--- src/rtl/bcd_counter.sv ---
// Multi-digit synchronous BCD up/down counter with a clock-enable prescaler.
// Feeds per-digit seven-segment decoders; every digit stays within 0..9.
module bcd_counter #(
    parameter int NUM_DIGITS = 4,
    parameter int PRESCALE   = 1000,
    parameter int PS_W       = 32
) (
    input  logic                    clk,
    input  logic                    Reset,
    input  logic                    en,
    input  logic                    up,
    input  logic                    load,
    input  logic [4*NUM_DIGITS-1:0] load_val,
    output logic [4*NUM_DIGITS-1:0] digits,
    output logic                    step,
    output logic                    wrap,
    output logic                    all_zero
);

    localparam int              DW      = 4 * NUM_DIGITS;
    localparam logic [PS_W-1:0] PS_LAST = PS_W'(PRESCALE - 1);

    logic [PS_W-1:0] ps_q, ps_d;
    logic [DW-1:0]   digits_q, digits_d;
    logic            step_q, step_d;
    logic            wrap_q, wrap_d;

    logic [DW-1:0]   load_clean;
    logic [DW-1:0]   count_val;
    logic            carry;

    // Invalid load nibbles are forced to 0 so the decoders never see 10..15.
    always_comb begin
        load_clean = '0;
        for (int i = 0; i < NUM_DIGITS; i++) begin
            if (load_val[4*i +: 4] > 4'd9) begin
                load_clean[4*i +: 4] = 4'd0;
            end else begin
                load_clean[4*i +: 4] = load_val[4*i +: 4];
            end
        end
    end

    // Carry/borrow ripples through all digits in one cycle; the final carry is the wrap.
    always_comb begin
        count_val = digits_q;
        carry     = 1'b1;
        for (int i = 0; i < NUM_DIGITS; i++) begin
            if (carry) begin
                if (up) begin
                    if (digits_q[4*i +: 4] == 4'd9) begin
                        count_val[4*i +: 4] = 4'd0;
                        carry               = 1'b1;
                    end else begin
                        count_val[4*i +: 4] = digits_q[4*i +: 4] + 4'd1;
                        carry               = 1'b0;
                    end
                end else begin
                    if (digits_q[4*i +: 4] == 4'd0) begin
                        count_val[4*i +: 4] = 4'd9;
                        carry               = 1'b1;
                    end else begin
                        count_val[4*i +: 4] = digits_q[4*i +: 4] - 4'd1;
                        carry               = 1'b0;
                    end
                end
            end
        end
    end

    always_comb begin
        ps_d     = ps_q;
        digits_d = digits_q;
        step_d   = 1'b0;
        wrap_d   = 1'b0;
        if (load) begin
            digits_d = load_clean;
            ps_d     = '0;
        end else if (en) begin
            if (ps_q == PS_LAST) begin
                ps_d     = '0;
                digits_d = count_val;
                step_d   = 1'b1;
                wrap_d   = carry;
            end else begin
                ps_d = ps_q + PS_W'(1);
            end
        end
    end

    always_ff @(posedge clk) begin
        if (Reset) begin
            ps_q     <= '0;
            digits_q <= '0;
            step_q   <= 1'b0;
            wrap_q   <= 1'b0;
        end else begin
            ps_q     <= ps_d;
            digits_q <= digits_d;
            step_q   <= step_d;
            wrap_q   <= wrap_d;
        end
    end

    assign digits   = digits_q;
    assign step     = step_q;
    assign wrap     = wrap_q;
    assign all_zero = (digits_q == '0);

endmodule
--- config.mk ---
export PLATFORM = sky130hd
export DESIGN_NAME = bcd_counter
export DESIGN_NICKNAME = d
export VERILOG_FILES = /design/src/rtl/bcd_counter.sv
export SDC_FILE = /design/constraint.sdc
export NUM_CORES = 1
export LEC_CHECK = 0
export ABC_CLOCK_PERIOD_IN_PS = 7100
export CORE_MARGIN = 4
export CORE_UTILIZATION = 31
export DETAILED_ROUTE_END_ITERATION = 10
export PLACE_DENSITY_LB_ADDON = 0.2
export SYNTH_ARGS = -nofsm -noshare
export SYNTH_HDL_FRONTEND = slang
export SYNTH_SLANG_ARGS = --single-unit
--- constraint.sdc ---
create_clock -name clk -period 7.1 [get_ports clk]
set_input_delay 1.42 -clock clk [delete_from_list [all_inputs] [get_ports clk]]
set_output_delay 1.42 -clock clk [all_outputs]
set_load 0.02 [all_outputs]
After elaboration in Yosys (flattened, before gate mapping)
Cells that the tools add are included. W data, S select, Z words.

Register bits after elaboration: 50. Latch bits: 0. Bits in writable memories: 0. ROM bits: 0. Input port bits: 21. Output and inout port bits: 19. Word-level logic and storage cells: 83. Memories kept: 0.

$add $sub $neg: 9. Multipliers: 0. Divide/modulo/power cells: 0. Order comparisons: 4. Eq/ne operators: 5. Shift-type cells: 0. Multiplexer cells: 38. Bitwise operators: 3. Reductions and logical operators: 17.

Operators with widths (number): $mux W4 (19); $mux W16 (3); $add A32 B1 Y32 const B (1); $eq A32 B10 Y1 const B (1); $mux W32 (1); $add A4 B1 Y4 const B (4); $eq A4 B4 Y1 const B (4); $gt A4 B4 Y1 const B (4); $logic_not A16 Y1 (1); $logic_not A4 Y1 (4); $sub A4 B1 Y4 const B (4); $mux W1 (15); $reduce_bool A2 Y1 (5); $reduce_and A3 Y1 (3); $reduce_or A5 Y1 (1); $not A1 Y1 (3); $reduce_or A3 Y1 (1); $reduce_and A2 Y1 (1); $reduce_or A2 Y1 (1).

Logic depth before layout (Yosys ltp)
Word-level depth: 9. Gate-level depth with buffers: 8. Depth with buffers taken out: 6.

Worst setup path after synthesis
OpenSTA, ideal clock, no wires.

Path type: input-to-reg. From: input en. To: register digits_q[12] (netlist: digits[12]). Setup time: 91 ps. Arrival time: 3224 ps. Data required time: 7009 ps. Path slack: 3785 ps. Stages on the path: 7. Path buffers: 2. Cells stage by stage: clkbuf_1 and3_2 nand4_1 or3_1 buf_6 or3_1 a311oi_1.

Longest elaborated chain between the ends: 2.

RTL lines: from (decl) (RTL line 10) `input logic en,`; $reduce_bool A2 Y1 (no line); $reduce_and A3 Y1 (no line); to (signal assigned) (RTL line 99) `digits_q <= digits_d;`; to (decl) (RTL line 24) `logic [DW-1:0] digits_q, digits_d;`.

Every way passes these cells. A chain may end at the register's enable or synchronous reset.

Worst setup path in the final report
From: input up. To: register digits_q[13] (netlist: digits[13]).

Longest elaborated chain between the ends: 5. Elaborated cells between the ends (all ways): 12. Classes of those cells: mux: 10; reduce/logical: 2.

RTL lines: from (decl) (RTL line 11) `input logic up,`; $mux W1 / $mux W4 (equally long branches) (RTL line 50) `if (up) begin`; $mux W1 / $mux W4 (equally long branches) (RTL line 49) `if (carry) begin`; $mux W1 / $mux W16 (equally long branches) (RTL line 49, 80); $reduce_bool A2 Y1 (no line) / $mux W16 (equally long branches); $reduce_and A3 Y1 (no line) / $mux W16 (equally long branches).

Several ways; a longest one is shown, not always the timed one. The select of a mux whose other input is x is not followed.

==> flow_metrics.env <==
export IMPL_avgSynthCellArea_sq_um=7.80
export IMPL_slew_violations=0
export IMPL_critPathArrivalTime_ns=4.26
export IMPL_crit_path_cell_trace="clkdlybuf4s50_1 > and2_0 > a22oi_1 > a211oi_1 > a31oi_1 > a221oi_1"
export IMPL_htreeDepth=2
export IMPL_post_cts_resized=0
export IMPL_num_fill_cells=1025
export IMPL_outcome="finished, final reports clean"
export IMPL_yosys_top_cells_count="nor2_1, dfxtp_1, clkbuf_1"
export IMPL_num_io_pins=40
export IMPL_fin_setup_tns_ns=0
export IMPL_start_util_pct=31.7
export IMPL_finalClockSkew_ns=0.0108
export IMPL_cts_setup_buffers=0
export IMPL_cts_buffers=5
export IMPL_critPathMaxFanout=31
export IMPL_clock_latency_ns=0.31
export IMPL_rrSetupSlack_ns=3.99
export IMPL_max_freq_ghz=0.247
export IMPL_synth_ff_type="dfxtp_1"
export IMPL_power_density_nw_per_um2=161
export IMPL_critPathLaunch="up"
export IMPL_die_y_microns=108
export IMPL_synthSimpleGateAreaFrac_pct=33.5
export IMPL_setup_viol_count_final=0
export IMPL_rr_endpoint="ps_q[27]"
export IMPL_antenna_cells=0
export IMPL_hold_buffers=0
export IMPL_final_layout_size_suffix_gt1_share_pct=5.28
export IMPL_ys_warn_count=0
export IMPL_synth_area_leaders="dfxtp_1, nor2_1, xor2_1"
export IMPL_period_needed_ns=4.05
export IMPL_worst_pin_slew_ns=1.08
export IMPL_yosysTopAreaCellShare_pct=32.3
export IMPL_ys_ff_latch=50
export IMPL_timing_slew_headroom_pct=27.6
export IMPL_synth_cell_type_count=54
export IMPL_p_total_mw=0.590
export IMPL_wl_per_cell_microns=15.1
export IMPL_fp_dieW_microns=108
export IMPL_maxCapViolations=0
export IMPL_ys_seq_area_share_pct=32.3
export IMPL_r2r_cells=5
export IMPL_startpoint_type="input port"
export IMPL_grt_util_all_layers_pct=14.5
export IMPL_synth_fa_ha_area_share_pct=0.403
export IMPL_hold_violations=0
export IMPL_synth_top_area_cell="dfxtp_1"
export IMPL_synth_top_family_by_area="simple AND/OR/NAND/NOR gates"
export IMPL_synth_compound_area_share_pct=16.9
export IMPL_worstHoldPathType="flip-flop to flip-flop"
export IMPL_synthMuxAreaShare_pct=1.94
export IMPL_synthArstFlopShare_pct=0
export IMPL_p_leak_nw=1.20
export IMPL_endpoint="digits[13]"
export IMPL_worst_slack_ns=3.05
export IMPL_clockBufferDepth=2
export IMPL_core_sq_um=9770
export IMPL_firstDrtPassIters=4
export IMPL_r2r_start="ps_q[4]"
export IMPL_worst_setup_path_type="input port to flip-flop"
export IMPL_fin_crit_sh_pct=57.1
export IMPL_synth_edf_count=0
export IMPL_grt_overflow_total=0
export IMPL_cts_clk_slew_worst_paths_ns=0.09
export IMPL_worstPathRequired_ns=7.31
export IMPL_syn_inst=398
export IMPL_cts_root_buffer="clkbuf_8"
export IMPL_drtIter0Drc=248
export IMPL_synth_most_common_cell="nor2_1"
export IMPL_viasPerCell=5.41
export IMPL_post_route_util_pct=37.5
export IMPL_synthesis_nets=420
export IMPL_io_buffers=39
export IMPL_cp_end_kind="flip-flop"
export IMPL_rows=36
export IMPL_crit_buf_inv=1
export IMPL_grt_pass1_wl_microns=13800
export IMPL_gp_congestion=0.823
export IMPL_ant_nets=0
export IMPL_hold_ws_ns=0.529
export IMPL_dieArea_sq_um=11700
export IMPL_vias=2978
export IMPL_fin_nets=439
export IMPL_rsz0062_at_grt="false"
export IMPL_synth_area_sq_um=3100
export IMPL_first_global_vias=2713
export IMPL_antenna_found_initial=0
export IMPL_path_depth=6
export IMPL_pre_cts_ws_ns=2.71
export IMPL_hpwl_microns=5980
export IMPL_areaGrowthSynthToFinish_pct=18.2
export IMPL_synth_xor_area_share_pct=10.4
export IMPL_clkSinkCount=50
export IMPL_cpMaxStageDelayCell="clkdlybuf4s50_1"
export IMPL_drcViolationCount=0
export IMPL_max_vdd_ir_drop_mv=0.0744
export IMPL_cts_tree="done"
export IMPL_max_stage_delay_ns=1.17
export IMPL_critPathTopFamily="compound AO/OA/AOI/OAI gates"
export IMPL_wl_microns=8330
export IMPL_grt_start_max_net_pins=33
## placed cells by master (no fill, tap or decap), types with 3 or more instances in the layout
cell,netlist,layout
a31oi_1,7,7
nor3_1,14,14
a211oi_1,6,6
or4_1,3,3
xor2_1,21,21
mux2i_1,6,6
or3_1,7,7
nand3_1,19,19
and2_1,4,4
or2_2,5,5
o21ai_0,20,20
xnor2_1,16,16
clkbuf_8,0,6
and3_1,8,8
and4_1,5,5
dfxtp_1,50,50
nor2_1,52,52
a211o_1,4,4
clkdlybuf4s50_1,0,39
nand3b_1,6,6
nand2_1,18,18
a21oi_1,17,17
and3_2,3,3
a221oi_1,3,3
nor4_1,15,15
nand4_1,18,18
inv_1,8,8
## power by group
| part | internal (mW) | switching [mW] | leakage (nW) |
|---|---|---|---|
| Combinational | 0.0399 | 0.0433 | 0.732 |
| Sequential | 0.285 | 0.0143 | 0.405 |
| Clock | 0.113 | 0.0943 | 0.0573 |
| Total | 0.438 | 0.152 | 1.20 |
## sequential cells by signal, summed over array words and instances, names as in the netlist
register  flops
step          1
wrap          1
digits       16
ps_q         32
## worst min-delay path, delay by kind of cell (launching register included)
kind | cells | cell delay [ns]
flip-flops | 1 | 0.35
AO/OA/AOI/OAI | 2 | 0.14
## logic make-up after synthesis
family / count (synthesis)
AOI/OAI and AO/OA: 79
and+or+nand+nor: 189
adders and majority gates: 1
muxes: 6
buffers and inverters: 36
DFF: 50
xor gates and xnor gates: 37
## final cells by class
cell class	instances	area (sq um)	share of cell area, %
Timing Repair Buffer	40	398	10.8
Tap cell	133	166	4.54
Clock buffer	6	82.6	2.25
Inverter	8	30.0	0.819
Clock inverter	1	30.0	0.819
Sequential cell	50	1000	27.3
Multi-Input combinational cell	312	1960	53.4
## per-stage QoR
step,instance area [sq um],std cells
global placement,3550,543
floorplan,3100,398
detailed placement,3550,543
global route,3670,550
finish,3670,550
CTS,3670,550
## worst min path at each step
stage                     startpoint        to  slack (ns)  cells past startpoint
after global placement      ps_q[31]  ps_q[31]        0.51                      2
after CTS                   ps_q[31]  ps_q[31]        0.54                      2
after detailed placement    ps_q[31]  ps_q[31]        0.52                      2
final                       ps_q[31]  ps_q[31]        0.53                      2
after global routing        ps_q[31]  ps_q[31]        0.58                      2
after floorplan             ps_q[31]  ps_q[31]        0.47                      2
## per-layer routing
metal / GRT usage (%) / routed length [microns]
met5: 0 / 0
met4: 2.98 / 57
met3: 2.51 / 397
met2: 23.4 / 3860
met1: 20.3 / 4020
Power figures use the tool's default switching activity.
